### src/rtl/boot_loader_if.sv
// Loader-side bus bundle: byte stream in, memory write bus and status out.
// Stream handshake: a byte transfers on a rising clk edge when in_valid && in_ready; in_data is held while in_valid is high and ready low.
interface boot_loader_if #(
   parameter int ADDR_W = 8,
   parameter int DATA_W = 8
);
   logic              start;
   logic [DATA_W-1:0] in_data;
   logic              in_valid;
   logic              in_ready;
   logic [DATA_W-1:0] mem_data;
   logic [ADDR_W-1:0] mem_addr;
   logic              mem_write;
   logic              cpu_reset_n;
   logic              busy;
   logic              done;
   logic              err;

   modport slave (
      input  start, in_data, in_valid,
      output in_ready, mem_data, mem_addr, mem_write, cpu_reset_n, busy, done, err
   );

   modport master (
      output start, in_data, in_valid,
      input  in_ready, mem_data, mem_addr, mem_write, cpu_reset_n, busy, done, err
   );
endinterface

### src/rtl/boot_loader.sv
// Streams LOAD_LEN bytes into memory at sequential addresses, holding the CPU in reset until done.
// Optional trailing checksum byte verification when CHECKSUM_EN is defined.
module boot_loader #(
   parameter int ADDR_W     = 8,
   parameter int DATA_W     = 8,
   parameter int LOAD_LEN   = 256,
   parameter int START_ADDR = 0
) (
   input  logic        clk,
   input  logic        reset,
   boot_loader_if.slave bus,
   output logic [2:0]  dbg_state_o
);
   typedef enum logic [2:0] {
      S_IDLE  = 3'd0,
      S_LOAD  = 3'd1,
      S_RUN   = 3'd2
`ifdef CHECKSUM_EN
      ,
      S_CHECK = 3'd3,
      S_ERR   = 3'd4
`endif
   } state_t;

   localparam logic [ADDR_W-1:0] START_A  = ADDR_W'(START_ADDR);
   localparam logic [ADDR_W:0]   LAST_CNT = (ADDR_W+1)'(LOAD_LEN - 1);
   localparam logic [ADDR_W:0]   CNT_ONE  = (ADDR_W+1)'(1);
   localparam logic [ADDR_W-1:0] ADDR_ONE = ADDR_W'(1);

   state_t              state_q, state_d;
   logic [ADDR_W-1:0]   addr_q, addr_d;
   logic [ADDR_W:0]     count_q, count_d;
   logic [DATA_W-1:0]   mem_data_q, mem_data_d;
   logic [ADDR_W-1:0]   mem_addr_q, mem_addr_d;
   logic                mem_write_q, mem_write_d;
   logic                cpu_rst_n_q, cpu_rst_n_d;
   logic                in_ready;
   logic                xfer;
   logic                restart;
`ifdef CHECKSUM_EN
   logic [DATA_W-1:0]   sum_q, sum_d;
   logic [DATA_W-1:0]   ck_total;
   assign ck_total = sum_q + bus.in_data;
   assign in_ready = (state_q == S_LOAD) || (state_q == S_CHECK);
`else
   assign in_ready = (state_q == S_LOAD);
`endif
   assign xfer = bus.in_valid & in_ready;

   always_comb begin
      state_d     = state_q;
      addr_d      = addr_q;
      count_d     = count_q;
      mem_data_d  = mem_data_q;
      mem_addr_d  = mem_addr_q;
      mem_write_d = 1'b0;
      cpu_rst_n_d = 1'b0;
      restart     = 1'b0;
`ifdef CHECKSUM_EN
      sum_d       = sum_q;
`endif
      case (state_q)
         S_IDLE: restart = bus.start;
         S_LOAD: begin
            if (xfer) begin
               mem_data_d  = bus.in_data;
               mem_addr_d  = addr_q;
               mem_write_d = 1'b1;
               addr_d      = addr_q + ADDR_ONE;
               count_d     = count_q + CNT_ONE;
`ifdef CHECKSUM_EN
               sum_d       = sum_q + bus.in_data;
               if (count_q == LAST_CNT) state_d = S_CHECK;
`else
               if (count_q == LAST_CNT) state_d = S_RUN;
`endif
            end
         end
`ifdef CHECKSUM_EN
         S_CHECK: begin
            if (xfer) state_d = (ck_total == '0) ? S_RUN : S_ERR;
         end
         S_ERR: restart = bus.start;
`endif
         S_RUN: begin
            // CPU leaves reset one cycle after entering RUN, after the last write strobe.
            cpu_rst_n_d = ~bus.start;
            restart     = bus.start;
         end
         default: state_d = S_IDLE;
      endcase
      if (restart) begin
         state_d = S_LOAD;
         addr_d  = START_A;
         count_d = '0;
`ifdef CHECKSUM_EN
         sum_d   = '0;
`endif
      end
   end

   always_ff @(posedge clk or negedge reset) begin
      if (!reset) begin
         state_q     <= S_IDLE;
         addr_q      <= START_A;
         count_q     <= '0;
         mem_data_q  <= '0;
         mem_addr_q  <= START_A;
         mem_write_q <= 1'b0;
         cpu_rst_n_q <= 1'b0;
`ifdef CHECKSUM_EN
         sum_q       <= '0;
`endif
      end else begin
         state_q     <= state_d;
         addr_q      <= addr_d;
         count_q     <= count_d;
         mem_data_q  <= mem_data_d;
         mem_addr_q  <= mem_addr_d;
         mem_write_q <= mem_write_d;
         cpu_rst_n_q <= cpu_rst_n_d;
`ifdef CHECKSUM_EN
         sum_q       <= sum_d;
`endif
      end
   end

   assign bus.in_ready    = in_ready;
   assign bus.mem_data    = mem_data_q;
   assign bus.mem_addr    = mem_addr_q;
   assign bus.mem_write   = mem_write_q;
   assign bus.cpu_reset_n = cpu_rst_n_q;
   assign bus.done        = (state_q == S_RUN);
`ifdef CHECKSUM_EN
   assign bus.busy        = (state_q == S_LOAD) || (state_q == S_CHECK);
   assign bus.err         = (state_q == S_ERR);
`else
   assign bus.busy        = (state_q == S_LOAD);
   assign bus.err         = 1'b0;
`endif
   assign dbg_state_o     = state_q;
endmodule

### src/flat_wrapper.sv
// flat-port wrapper written by rule: the top's interface ports become plain ports
module boot_loader_flat 
#(
   parameter int ADDR_W     = 8,
   parameter int DATA_W     = 8,
   parameter int LOAD_LEN   = 256,
   parameter int START_ADDR = 0
)
  (clk, reset, dbg_state_o, bus_start, bus_in_data, bus_in_valid, bus_in_ready, bus_mem_data, bus_mem_addr, bus_mem_write, bus_cpu_reset_n, bus_busy, bus_done, bus_err);
  boot_loader_if #(.ADDR_W(ADDR_W), .DATA_W(DATA_W)) bus_i ();
  input  logic clk;
  input  logic reset;
  output logic [2:0] dbg_state_o;
  input wire logic [$bits(bus_i.start)-1:0] bus_start;
  input wire logic [$bits(bus_i.in_data)-1:0] bus_in_data;
  input wire logic [$bits(bus_i.in_valid)-1:0] bus_in_valid;
  output wire logic [$bits(bus_i.in_ready)-1:0] bus_in_ready;
  output wire logic [$bits(bus_i.mem_data)-1:0] bus_mem_data;
  output wire logic [$bits(bus_i.mem_addr)-1:0] bus_mem_addr;
  output wire logic [$bits(bus_i.mem_write)-1:0] bus_mem_write;
  output wire logic [$bits(bus_i.cpu_reset_n)-1:0] bus_cpu_reset_n;
  output wire logic [$bits(bus_i.busy)-1:0] bus_busy;
  output wire logic [$bits(bus_i.done)-1:0] bus_done;
  output wire logic [$bits(bus_i.err)-1:0] bus_err;
  assign bus_i.start = bus_start;
  assign bus_i.in_data = bus_in_data;
  assign bus_i.in_valid = bus_in_valid;
  assign bus_in_ready = bus_i.in_ready;
  assign bus_mem_data = bus_i.mem_data;
  assign bus_mem_addr = bus_i.mem_addr;
  assign bus_mem_write = bus_i.mem_write;
  assign bus_cpu_reset_n = bus_i.cpu_reset_n;
  assign bus_busy = bus_i.busy;
  assign bus_done = bus_i.done;
  assign bus_err = bus_i.err;
  boot_loader #(.ADDR_W(ADDR_W), .DATA_W(DATA_W), .LOAD_LEN(LOAD_LEN), .START_ADDR(START_ADDR)) u_core (.clk(clk), .reset(reset), .bus(bus_i), .dbg_state_o(dbg_state_o));
endmodule
### config.mk
export PLATFORM = sky130hd
export DESIGN_NAME = boot_loader_flat
export DESIGN_NICKNAME = d
export VERILOG_FILES = /design/src/rtl/boot_loader_if.sv /design/src/rtl/boot_loader.sv /design/src/flat_wrapper.sv
export SDC_FILE = /design/constraint.sdc
export NUM_CORES = 1
export LEC_CHECK = 0
export CORE_AREA = 2 2 63 65
export CTS_BUF_LIST = sky130_fd_sc_hd__clkbuf_4 sky130_fd_sc_hd__clkbuf_8
export CTS_CLUSTER_DIAMETER = 100
export CTS_CLUSTER_SIZE = 40
export DETAILED_ROUTE_END_ITERATION = 8
export DIE_AREA = 0 0 65 67
export PLACE_DENSITY = 0.79
export SETUP_SLACK_MARGIN = 0.02
export SLEW_MARGIN = 20
export SYNTH_ARGS = -nofsm -noshare
export SYNTH_HDL_FRONTEND = slang
export SYNTH_SLANG_ARGS = --single-unit
### constraint.sdc
create_clock -name clk -period 1.3 [get_ports clk]
set_input_delay 0.13 -clock clk [delete_from_list [all_inputs] [get_ports clk]]
set_output_delay 0.13 -clock clk [all_outputs]
set_load 0.005 [all_outputs]
After elaboration in Yosys (flattened, before gate mapping)
Index checks and enable logic that the tools add are counted.
- $add $sub $neg: 2
- equal/unequal tests: 6
- muxes and demuxes: 14
- bitwise logic cells: 2
- reduce and logical (&&, ||, !) cells: 7
- operators with widths (operator ; number):
    $mux W9 ; 3
    $mux W8 ; 3
    $add A9 B1 Y9 const B ; 1
    $eq A9 B8 Y1 const B ; 1
    $mux W3 ; 3
    $add A8 B1 Y8 const B ; 1
    $ne A3 B3 Y1 const B ; 2
    $pmux W3 S2 ; 1
    $mux W1 ; 4
    $reduce_and A2 Y1 ; 2
    $reduce_bool A2 Y1 ; 2
    $eq A3 B1 Y1 const B ; 1
    $eq A3 B2 Y1 const B ; 1
    $logic_not A3 Y1 ; 1
    $reduce_and A3 Y1 ; 1
    $ne A2 B1 Y1 const B ; 1
    $reduce_or A2 Y1 ; 1
    $and A1 B1 Y1 ; 1
    $not A1 Y1 ; 1
- flip-flop bits (word level): 38
- input port bits: 12
- output and inout port bits: 25
- word-level logic and storage cells: 38

Depth between registers and ports, before layout
- depth in word-level cells: 5
- mapped depth: 7
- depth with buffers taken out: 7

Least setup slack after synthesis
OpenSTA, ideal clock, no wires.
- kind: register -> register
- start point: reg u_core.state_q[1] (netlist: u_core.dbg_state_o[1])
- end point: reg u_core.count_q[5]
- library setup time: 78 ps
- data arrival time: 1340 ps
- data required time: 1222 ps
- path slack: -118 ps
- stages on the path, launching flop included: 4
- buffers on the path: 0
- clock period less this slack: 1418 ps
- cell sequence: dfrtp_1 > nand3b_2 > or4_1 > a21oi_1
- longest elaborated chain between the ends: 5
- elaborated cells between the ends (all ways): 10
- classes of those cells: eq/ne: 2; mux: 2; bitwise: 1; reduce/logical: 5
- ends and longest elaborated chain (item ; RTL line ; source):
    start, declared ; boot_loader.sv:30 ; state_t state_q, state_d;
    start signal, assigned ; boot_loader.sv:115 ; state_q <= state_d;
    $eq A3 B2 Y1 or $logic_not A3 Y1 (tied branches) ; boot_loader.sv:62 ; case (state_q)
    $reduce_or A2 Y1 (no source line) ; -- ;
    $mux W1 ; boot_loader.sv:62 ;
    $reduce_bool A2 Y1 (no source line) ; -- ;
    $reduce_and A2 Y1 (no source line) ; -- ;
    end signal, assigned ; boot_loader.sv:117 ; count_q <= count_d;
    end, declared ; boot_loader.sv:32 ; logic [ADDR_W:0] count_q, count_d;
Several ways; a longest one is shown, not always the timed one.
A chain may end at the register's enable or synchronous reset.

Worst setup path in the final report
- start point: reg u_core.state_q[0] (netlist: u_core.dbg_state_o[0])
- end point: reg u_core.addr_q[3]
- longest elaborated chain between the ends: 5
- elaborated cells between the ends (all ways): 10
- classes of those cells: eq/ne: 2; mux: 2; bitwise: 1; reduce/logical: 5
- ends and longest elaborated chain (item ; RTL line ; source):
    $eq A3 B2 Y1 or $logic_not A3 Y1 (tied branches) ; boot_loader.sv:62 ;
    $reduce_or A2 Y1 (no source line) ; -- ;
    $mux W1 ; boot_loader.sv:62 ;
    $reduce_bool A2 Y1 (no source line) ; -- ;
    $reduce_and A2 Y1 (no source line) ; -- ;
    end signal, assigned ; boot_loader.sv:116 ; addr_q <= addr_d;
    end, declared ; boot_loader.sv:31 ; logic [ADDR_W-1:0] addr_q, addr_d;
Several ways; a longest one is shown, not always the timed one.

==> flow_summary.yaml <==
layout:
  final_layout_size_suffix_gt1_share_pct: 33.6
  antennaDiodeCount: 0
  design.final.nets: 258
  layout-area-overhead-vs-synth_pct: 59.2
  nFillCells: 268
  final_cell_area_mm2: 0.00256
worst_hold_path:
  timing.hold.worst.class: "input port to flop"
  worst_hold_path.num_cells: 3
worst_setup_path:
  setup.worst_path.end_class: "flop"
  ff2ff_path_depth: 5
  cp-endpoint: "u_core.addr_q[3]"
  crit_arrival_ns: 1.69
  path_max_fanout: 5
  r2r-start: "u_core.dbg_state_o[0]"
  r2r_slack_ns: -0.16
  path_class: "flop to flop"
  critical_register_to_register_path_endpoint: "u_core.addr_q[3]"
  worst_setup_path_startpoint: "u_core.dbg_state_o[0]"
  cp.required_ns: 1.52
  crit_path_start_kind: "flop"
global_route:
  grt_pass1_wl_um: 6290
  global_route.overflow_total: 0
  grt_pass1_vias: 1442
  global_routing_usage_summed_across_all_routing_layers_pct: 19.2
  grt_max_degree: 38
  antenna_found_initial: 0
timing:
  final_critical_path_setup_slack_ns: -0.161
  rsz_0062_raised_after_global_routing: "yes"
  final_critical_delay_including_setup_and_external_delays_ns: 1.46
  final_min_period_over_clock_period_pct: 112
  finalMaxSlewViolations: 0
  setup_viol: 13
  max_freq_mhz: 684
  fin_hold_ws_ns: 0.362
  hold_violations: 0
  clock-skew-final_ns: 0.00571
floorplan:
  die_height_um: 67
  core.rowCount: 22
  floorplan.initialDensity_pct: 44.7
  core_area_mm2: 0.00361
  die-area_mm2: 0.00436
  io-pin-count: 37
  die_w_um: 65
pwr:
  power.static_leakage_uw: 0.00138
  vdd_ir_drop_max_mv: 0.781
  switching_share_pct: 30.4
  power_internal_uw: 2480
  power.switching_uw: 1080
  clockPowerShare_pct: 24.6
  power_density_mw_per_mm2: 1390
  comb_power_share_pct: 32.2
  seq_power_share_pct: 43.2
synth:
  synthesis.yosys.warnings: 0
  synthesis.instances: 169
  synth_top_flop_cell: "sky130_fd_sc_hd__dfrtp_1"
  ys_seq_area_share_pct: 57.5
  synth-seq-cells: 37
  synthesis.area_mm2: 0.00161
  synth_cell_type_count: 29
  average_size_of_a_mapped_cell_um2: 9.53
  synthArstFlopShare_pct: 100
  synth_edf_count: 0
placement:
  detailedPlacementHpwl_um: 2320
  gp_routability_congestion: 0.780
  place.port_buffers: 34
  dpl-instance-area_mm2: 0.00214
clock_network:
  clock-sinks: 37
  clk_pin_slew_ns: 0.07
  tritoncts: "done"
  cts-htree-levels: 2
  ctsLongestPathBuffers: 2
  clock-root-buffer: "sky130_fd_sc_hd__clkbuf_8"
  cts_buffers: 5
  worstSkewPairLatency_ns: 0.29
job:
  number_of_max_cap_violations: 0
route:
  routed_wl_um: 4000
  drt-vias-per-instance: 5.06
  via_count: 1477
  avgRoutedWirePerCell_um: 13.7
  drc_errors: 0
  drt_first_iter_violations: 80
  dr.pass1.iters: 4
  antenna_left: 0
status:
  status: "finished, violations left"
  failed_checks: "setup timing"
-- final cells by class --
type	instances	area (µm²)	area share, %
Inverter	4	20.0	0.781
Timing Repair Buffer	76	712	27.8
Tap cell	48	60.1	2.34
Multi-Input combinational cell	119	742	28.9
Clock buffer	7	96.3	3.76
Sequential cell	37	928	36.2
Clock inverter	1	5.00	0.195
-- metrics by stage --
step | std cells | power (µW) | utilization [%] | setup TNS, ns | setup WS (ns)
floorplan | 170 | 1950 | - | 0 | 0.00874
global placement | 265 | 2450 | 59.3 | -6.62 | -0.308
detailed placement | 265 | 2480 | 59.3 | -7.11 | -0.312
CTS | 284 | 3430 | 65.1 | -0.855 | -0.179
global route | 292 | 3780 | 71.1 | -1.89 | -0.206
finish | 292 | 3560 | 71.1 | -0.899 | -0.161
-- synthesized netlist by cell type, types with 2 or more instances --
| master | number | area, µm² |
|---|---|---|
| sky130_fd_sc_hd__a21oi_1 | 6 | 30.0 |
| sky130_fd_sc_hd__buf_4 | 4 | 30.0 |
| sky130_fd_sc_hd__clkbuf_1 | 5 | 18.8 |
| sky130_fd_sc_hd__dfrtp_1 | 37 | 926 |
| sky130_fd_sc_hd__ha_1 | 3 | 37.5 |
| sky130_fd_sc_hd__inv_1 | 4 | 15.0 |
| sky130_fd_sc_hd__nand2_1 | 61 | 229 |
| sky130_fd_sc_hd__nand3_1 | 5 | 25.0 |
| sky130_fd_sc_hd__nand4_1 | 3 | 18.8 |
| sky130_fd_sc_hd__nand4b_1 | 3 | 26.3 |
| sky130_fd_sc_hd__nor2_1 | 3 | 11.3 |
| sky130_fd_sc_hd__nor2b_1 | 4 | 25.0 |
| sky130_fd_sc_hd__o211ai_1 | 2 | 15.0 |
| sky130_fd_sc_hd__o21ai_0 | 5 | 25.0 |
| sky130_fd_sc_hd__o31ai_1 | 5 | 37.5 |
| sky130_fd_sc_hd__or3_1 | 3 | 18.8 |
| sky130_fd_sc_hd__or4_1 | 3 | 22.5 |
| sky130_fd_sc_hd__xnor2_1 | 2 | 17.5 |
-- layer usage --
layer  up-vias  wire [µm]  GRT usage (%)
met5         -          0              0
met4         0         67           9.31
met3         6        218           5.41
met2        57       2010           32.5
met1       702       1710           22.3
li1        712          -              -
-- power groups by stage --
| stage | sequential, µW | clock [µW] | combinational (µW) |
|---|---|---|---|
| floorplan | 1570 | 0 | 381 |
| global placement | 1560 | 0 | 888 |
| detailed placement | 1570 | 0 | 905 |
| CTS | 1540 | 888 | 1000 |
| global route | 1570 | 946 | 1270 |
| finish | 1540 | 878 | 1150 |
-- worst max-delay path, stage by stage, from the launching register on --
cell and delay (ns):
sky130_fd_sc_hd__dfrtp_2 0.41, sky130_fd_sc_hd__buf_6 0.14, sky130_fd_sc_hd__nand4b_1 0.20, sky130_fd_sc_hd__buf_4 0.21, sky130_fd_sc_hd__or3_4 0.32, sky130_fd_sc_hd__a21oi_2 0.11
-- registers in the layout, summed over array words and instances, names as in the netlist --
name and count:
u_core.addr_q 8, u_core.dbg_state_o 2, u_core.bus.cpu_reset_n 1, u_core.bus.mem_data 8
u_core.bus.mem_write 1, u_core.bus.mem_addr 8, u_core.count_q 9
-- worst min-delay path by stage --
| stage | start | to | slack [ns] |
|---|---|---|---|
| detailed placement | reset | u_core.bus.mem_data[3] | 0.20 |
| finish | bus_in_data[4] | u_core.bus.mem_data[4] | 0.36 |
| CTS | bus_in_data[4] | u_core.bus.mem_data[4] | 0.36 |
| global route | bus_in_data[2] | u_core.bus.mem_data[2] | 0.39 |
| floorplan | reset | u_core.addr_q[0] | -0.17 |
| global placement | reset | u_core.bus.mem_data[3] | 0.20 |
-- cell families (layout without fill, tap and decap cells) --
family                   count (synthesis)  in the layout  share of synthesized area, %
adder cells (fa/ha/maj)                  3              3                          2.33
buffers and inverters                   14             88                          4.27
AO/OA/AOI/OAI                           21             21                          8.24
XOR/XNOR                                 3              3                          1.63
other                                    1              2                         0.233
flip-flops                              37             37                          57.5
multiplexers                             1              1                         0.622
AND/OR/NAND/NOR                         89             89                          25.2
-- cell usage in the layout (no fill, tap or decap), drive strengths merged, types with 2 or more instances in the layout --
cell type	count
nand2	61
buf	43
dfrtp	37
clkdlybuf4s50	12
dlymetal6s2s	12
clkbuf	9
dlygate4sd2	6
a21oi	6
o31ai	5
o21ai	5
nand3	5
inv	4
nor2b	4
nand4	3
nand4b	3
or4	3
nor2	3
or3	3
ha	3
o211ai	2
conb	2
xnor2	2
-- timing repair --
item                       CTS  global route
pin swaps                    5            15
setup endpoints to repair   43            47
buffers inserted            10             8
hold endpoints to repair    37             0
resized for setup           25            54
hold buffers                 1             0
No activity file was read; power rests on OpenSTA's default activity.
